## src/rtl/ff_bist_ctrl.sv

```systemverilog
// ff_bist_ctrl: BIST sequencer for the SR/JK/D/T flip-flop bank.
// Pulses the bank reset, then applies NUM_VEC LFSR vectors and checks every response.
// A golden model tracks the bank; results are error count, sticky cell mask and pass.
// Optional macro FF_BIST_STOP_ON_FAIL_EN ends the run at the first failing vector.
module ff_bist_ctrl #(
  parameter int unsigned NUM_VEC = 16,
  parameter logic [5:0]  SEED    = 6'h2D,
  parameter int unsigned CNT_W   = 8
) (
  input  logic             clk,
  input  logic             rst,
  input  logic             start,
  input  logic             q_sr,
  input  logic             q_jk,
  input  logic             q_d,
  input  logic             q_t,
  output logic             ff_rst,
  output logic             S,
  output logic             R,
  output logic             J,
  output logic             K,
  output logic             Din,
  output logic             T,
  output logic             busy,
  output logic             done,
  output logic             pass,
  output logic [CNT_W-1:0] err_cnt,
  output logic [3:0]       fail_mask,
  output logic [7:0]       vec_idx
);

  typedef enum logic [2:0] {IDLE, INIT, APPLY, CHECK, DONE} state_t;

  // An all-zero seed would lock the LFSR, so it is replaced by 1.
  localparam logic [5:0]       SEED_EFF = (SEED == 6'd0) ? 6'h01 : SEED;
  localparam logic [7:0]       LAST_IDX = 8'(NUM_VEC - 1);
  localparam logic [CNT_W-1:0] CNT_MAX  = '1;

  state_t           state_q, state_d;
  logic [5:0]       lfsr_q, lfsr_d;
  logic [5:0]       bank_in_q, bank_in_d;   // {T, Din, K, J, R, S}
  logic [3:0]       gold_q, gold_d;         // {T, D, JK, SR}
  logic             ff_rst_q, ff_rst_d;
  logic             busy_q, busy_d;
  logic             done_q, done_d;
  logic             pass_q, pass_d;
  logic [CNT_W-1:0] err_cnt_q, err_cnt_d;
  logic [3:0]       fail_mask_q, fail_mask_d;
  logic [7:0]       vec_idx_q, vec_idx_d;
  logic [3:0]       mism;
  logic             last_vec;

  // S and R are never both high: R is masked whenever S is set.
  function automatic logic [5:0] map_vec(input logic [5:0] l);
    return {l[5], l[4], l[3], l[2], l[1] & ~l[0], l[0]};
  endfunction

  function automatic logic [5:0] lfsr_step(input logic [5:0] l);
    return {l[4:0], l[5] ^ l[4]};
  endfunction

  // One clock of the four reference cells for the given bank inputs.
  function automatic logic [3:0] gold_next(input logic [3:0] g, input logic [5:0] v);
    logic sr, jk;
    if (v[0])      sr = 1'b1;
    else if (v[1]) sr = 1'b0;
    else           sr = g[0];
    case ({v[2], v[3]})
      2'b10:   jk = 1'b1;
      2'b01:   jk = 1'b0;
      2'b11:   jk = ~g[1];
      default: jk = g[1];
    endcase
    return {g[3] ^ v[5], v[4], jk, sr};
  endfunction

  assign mism = {q_t, q_d, q_jk, q_sr} ^ gold_q;

  // Next-state and next-output logic for the run sequencer.
  always_comb begin
    state_d     = state_q;
    lfsr_d      = lfsr_q;
    bank_in_d   = bank_in_q;
    gold_d      = gold_q;
    ff_rst_d    = ff_rst_q;
    busy_d      = busy_q;
    done_d      = done_q;
    pass_d      = pass_q;
    err_cnt_d   = err_cnt_q;
    fail_mask_d = fail_mask_q;
    vec_idx_d   = vec_idx_q;
    last_vec    = 1'b0;
    case (state_q)
      IDLE, DONE: begin
        if (start) begin
          state_d     = INIT;
          lfsr_d      = SEED_EFF;
          bank_in_d   = '0;
          gold_d      = '0;
          ff_rst_d    = 1'b1;
          busy_d      = 1'b1;
          done_d      = 1'b0;
          pass_d      = 1'b0;
          err_cnt_d   = '0;
          fail_mask_d = '0;
          vec_idx_d   = '0;
        end
      end
      INIT: begin
        state_d   = APPLY;
        ff_rst_d  = 1'b0;
        bank_in_d = map_vec(lfsr_q);
      end
      APPLY: begin
        state_d = CHECK;
        gold_d  = gold_next(gold_q, bank_in_q);
      end
      CHECK: begin
        // The bank has no enable: it clocks the held vector again on this
        // edge, so the golden model does too (matters for JK=11 and T=1).
        gold_d = gold_next(gold_q, bank_in_q);
        lfsr_d = lfsr_step(lfsr_q);
        if (|mism) begin
          err_cnt_d   = (err_cnt_q == CNT_MAX) ? err_cnt_q : err_cnt_q + 1'b1;
          fail_mask_d = fail_mask_q | mism;
        end
        last_vec = (vec_idx_q == LAST_IDX);
`ifdef FF_BIST_STOP_ON_FAIL_EN
        last_vec = last_vec | (|mism);
`endif
        if (last_vec) begin
          state_d = DONE;
          busy_d  = 1'b0;
          done_d  = 1'b1;
          pass_d  = (err_cnt_d == '0);
        end else begin
          state_d   = APPLY;
          vec_idx_d = vec_idx_q + 8'd1;
          bank_in_d = map_vec(lfsr_d);
        end
      end
      default: state_d = IDLE;
    endcase
  end

  // State and registered outputs; reset aborts any run and clears all results.
  always_ff @(posedge clk or posedge rst) begin
    if (rst) begin
      state_q     <= IDLE;
      lfsr_q      <= SEED_EFF;
      bank_in_q   <= '0;
      gold_q      <= '0;
      ff_rst_q    <= 1'b0;
      busy_q      <= 1'b0;
      done_q      <= 1'b0;
      pass_q      <= 1'b0;
      err_cnt_q   <= '0;
      fail_mask_q <= '0;
      vec_idx_q   <= '0;
    end else begin
      state_q     <= state_d;
      lfsr_q      <= lfsr_d;
      bank_in_q   <= bank_in_d;
      gold_q      <= gold_d;
      ff_rst_q    <= ff_rst_d;
      busy_q      <= busy_d;
      done_q      <= done_d;
      pass_q      <= pass_d;
      err_cnt_q   <= err_cnt_d;
      fail_mask_q <= fail_mask_d;
      vec_idx_q   <= vec_idx_d;
    end
  end

  assign {T, Din, K, J, R, S} = bank_in_q;
  assign ff_rst    = ff_rst_q;
  assign busy      = busy_q;
  assign done      = done_q;
  assign pass      = pass_q;
  assign err_cnt   = err_cnt_q;
  assign fail_mask = fail_mask_q;
  assign vec_idx   = vec_idx_q;

endmodule

```

## config.mk

```make
export PLATFORM = sky130hd
export DESIGN_NAME = ff_bist_ctrl
export DESIGN_NICKNAME = d
export VERILOG_FILES = /design/src/rtl/ff_bist_ctrl.sv
export SDC_FILE = /design/constraint.sdc
export NUM_CORES = 1
export LEC_CHECK = 0
export ABC_AREA = 1
export BUFFER_PORTS_ARGS = -buffer_cell sky130_fd_sc_hd__buf_2
export CORE_MARGIN = 1
export CORE_UTILIZATION = 45
export CTS_BUF_LIST = sky130_fd_sc_hd__clkbuf_16
export CTS_CLUSTER_SIZE = 20
export DETAILED_ROUTE_END_ITERATION = 6
export HOLD_SLACK_MARGIN = 0.15
export PLACE_DENSITY = 0.66
export SETUP_SLACK_MARGIN = 0.5
export SYNTH_ARGS = -nofsm -noshare
export SYNTH_HDL_FRONTEND = slang
export SYNTH_SLANG_ARGS = --single-unit
```

## constraint.sdc

```tcl
create_clock -name clk -period 4.7 [get_ports clk]
set_clock_uncertainty 0.05 [all_clocks]
set_input_delay 0.235 -clock clk [delete_from_list [all_inputs] [get_ports clk]]
set_output_delay 0.235 -clock clk [all_outputs]
set_load 0.1 [all_outputs]
```

==> impl_results.md <==
- GRT Total Usage: 0.210
- Mapped Cells: 296
- Cell taking the most area after synthesis: dfrtp_1
- Input/output buffers: 36
- # IOs: 37
- TritonCTS clock tree: done
- Pre-CTS setup slack: 2860 ps
- Final worst slack: 2850 ps
- CP Data Arrival Time: 1970 ps
- Reg area: 1080 um2
- Share of cells above drive strength 1: 0.246
- Placed instance area: 2620 um2
- Routed vias/inst: 4.99
- Drt pass-1 iters: 4
- Slew Viols, Final: 0
- Number of fill cells: 486
- Top cell type's share of synthesized area: 0.409
- Drt drc: 0
- Max_cap viols: 0
- Antenna violations before repair: 0
- Synth unique cells: 36
- CP startpoint kind: flip-flop
- Finished Cell Area: 2830 um2
- Sequential area share after synthesis: 0.453
- Min-delay worst type: in2reg
- Nets: 348
- Total global routing overflow: 0
- RSZ-0062 raised after global routing: no
- Die Span Y: 74.8 um
- Final setup TNS: 0 ps
- Layout Utilization: 0.554
- Die Width: 74.8 um
- Die ar.: 5600 um2
- Hold Vio Cnt, Final: 0
- FF+latch count, synth: 43
- Area of the multi-input gates: 1100 um2
- Avg Cell Area, Syn: 8.07 um2
- CP max FO: 17
- Global-route wire length before repair: 8600 um
- Post-Syn Nets: 307
- Synth top area cells: dfrtp_1, nand2_1, inv_1, dfstp_2, nand3_1
- Setup violations, final: 0
- WL/cell: 13.0 um
- CP endpoint kind: flip-flop
- Largest net degree at the start of global routing: 44
- Crit share post-route: 0.393
- Vias in the first global route: 1861
- Initial core utilization: 0.467
- CTS max path bufs: 2
- Setup Fix Bufs, Post-CTS: 0
- Critical path data required time: 4820 ps
- Clk sinks: 43
- Slew HR: 0.642
- WL final: 5320 um
- 1st-iter DRT viols: 119
- Yosys warning count: 0
- Clk root buf: clkbuf_16
- Worst-skew pair later-pin latency: 280 ps
- Most common library cell in the layout ignoring fill and taps: nand2_1
- Worst Tran Pin Value: 536 ps
- DP Wirelength: 3940 um
- GP Congestion: 0.901
- Vias post-DR: 2037
- Routed Antenna Nets: 0
- Core area: 5110 um2
- Syn-to-layout area delta: 18.5%
- Num rows: 26
- FF-to-FF setup slack: 2850 ps
- Status: completed
- Crit Path Class: reg2reg
- H-tree Lvls: 2
- Ant. Diodes: 0
- Minimum clock period: 1850 ps
- Num CTS Buffers: 5
- FMAX: 541 MHz
- Mapped cell area: 2390 um2
- Worst-path clk slew: 60 ps
- Commonest cells after routing, fill and taps aside: nand2_1, dfrtp_1, buf_2
kinds of logic after synthesis:
logic type	after synthesis	synth area share
simple gates	140	0.284
compound gates	56	0.138
buf+inv	48	0.0854
flops	43	0.453
xor+xnor	5	0.0183
fa+ha+maj	4	0.0210
synthesized netlist by cell type:
master and instances:
a21oi_1 14, a21oi_2 3, a22o_1 2, a22oi_1 3, and3_1 1, buf_1 1
buf_2 1, buf_6 3, dfrtp_1 39, dfstp_2 4, ha_1 4, inv_1 33
inv_2 10, nand2_1 68, nand2_2 10, nand2_4 1, nand3_1 20, nand3_2 1
nand4_1 3, nand4_4 1, nor2_1 25, nor2_2 2, nor2_4 3, nor2_8 1
nor3_1 1, nor3_2 2, nor3b_1 1, o211ai_1 1, o21ai_0 16, o21ai_1 7
o21bai_1 1, o21bai_2 1, o22ai_1 7, o41ai_1 1, xnor2_1 1, xor2_1 4
flip-flops by register name (all words and copies together) (netlist names):
name and count:
err_cnt 8, vec_idx 8, bank_in_q 6, lfsr_q 6, fail_mask 4, gold_q 4
state_q 3, busy 1, done 1, ff_rst 1, pass 1
area by class of cell:
class / instances / share of cell area
clock buffer: 5 / 0.0442
clock inverter: 3 / 0.0226
inverter: 43 / 0.0571
multi-input combinational: 205 / 0.390
sequential: 43 / 0.382
tap: 70 / 0.0310
timing repair buffer: 39 / 0.0734
routing by layer:
| layer | GRT usage | share of wire |
|---|---|---|
| met1 | 0.276 | 0.46 |
| met3 | 0.0442 | 0.037 |
| met4 | 0.0692 | 0.012 |
| met5 | 0 | 0 |
| met2 | 0.347 | 0.49 |
worst paths after layout:
path | start | to | cells after the start
setup / recovery | state_q[2] | vec_idx[4] | 10
hold / removal | q_t | fail_mask[3] | 5
setup reg to reg | state_q[2] | vec_idx[4] | 10
hold reg to reg | busy | busy | 2
max in group asynchronous | rst | lfsr_q[5] | 4
min in group asynchronous | rst | vec_idx[5] | 4
stage by stage:
step / cells / hold slack, ps
floorplan: 296 / 269
global placement: 398 / 353
detailed placement: 398 / 354
CTS: 408 / 322
global route: 408 / 389
finish: 408 / 316
what timing repair did:
| item | CTS | global route |
|---|---|---|
| endpoints found under the hold margin | 40 | 0 |
| hold buffers | 2 | 0 |
| gates resized for setup | 0 | 0 |
worst max-delay path, stage by stage, from the launching register on:
cell     delay, ps
dfrtp_1        370
inv_2           90
nand2_2        150
nor2_8         260
inv_2          150
nand2_2        220
nand2_4        110
nor3_2         170
nand2_1         70
nand2_1         60
nor2_1          50
Power is left out: the tool's default activity adds up to more than one toggle a clock period on the data nets, which glitch-free logic cannot reach.
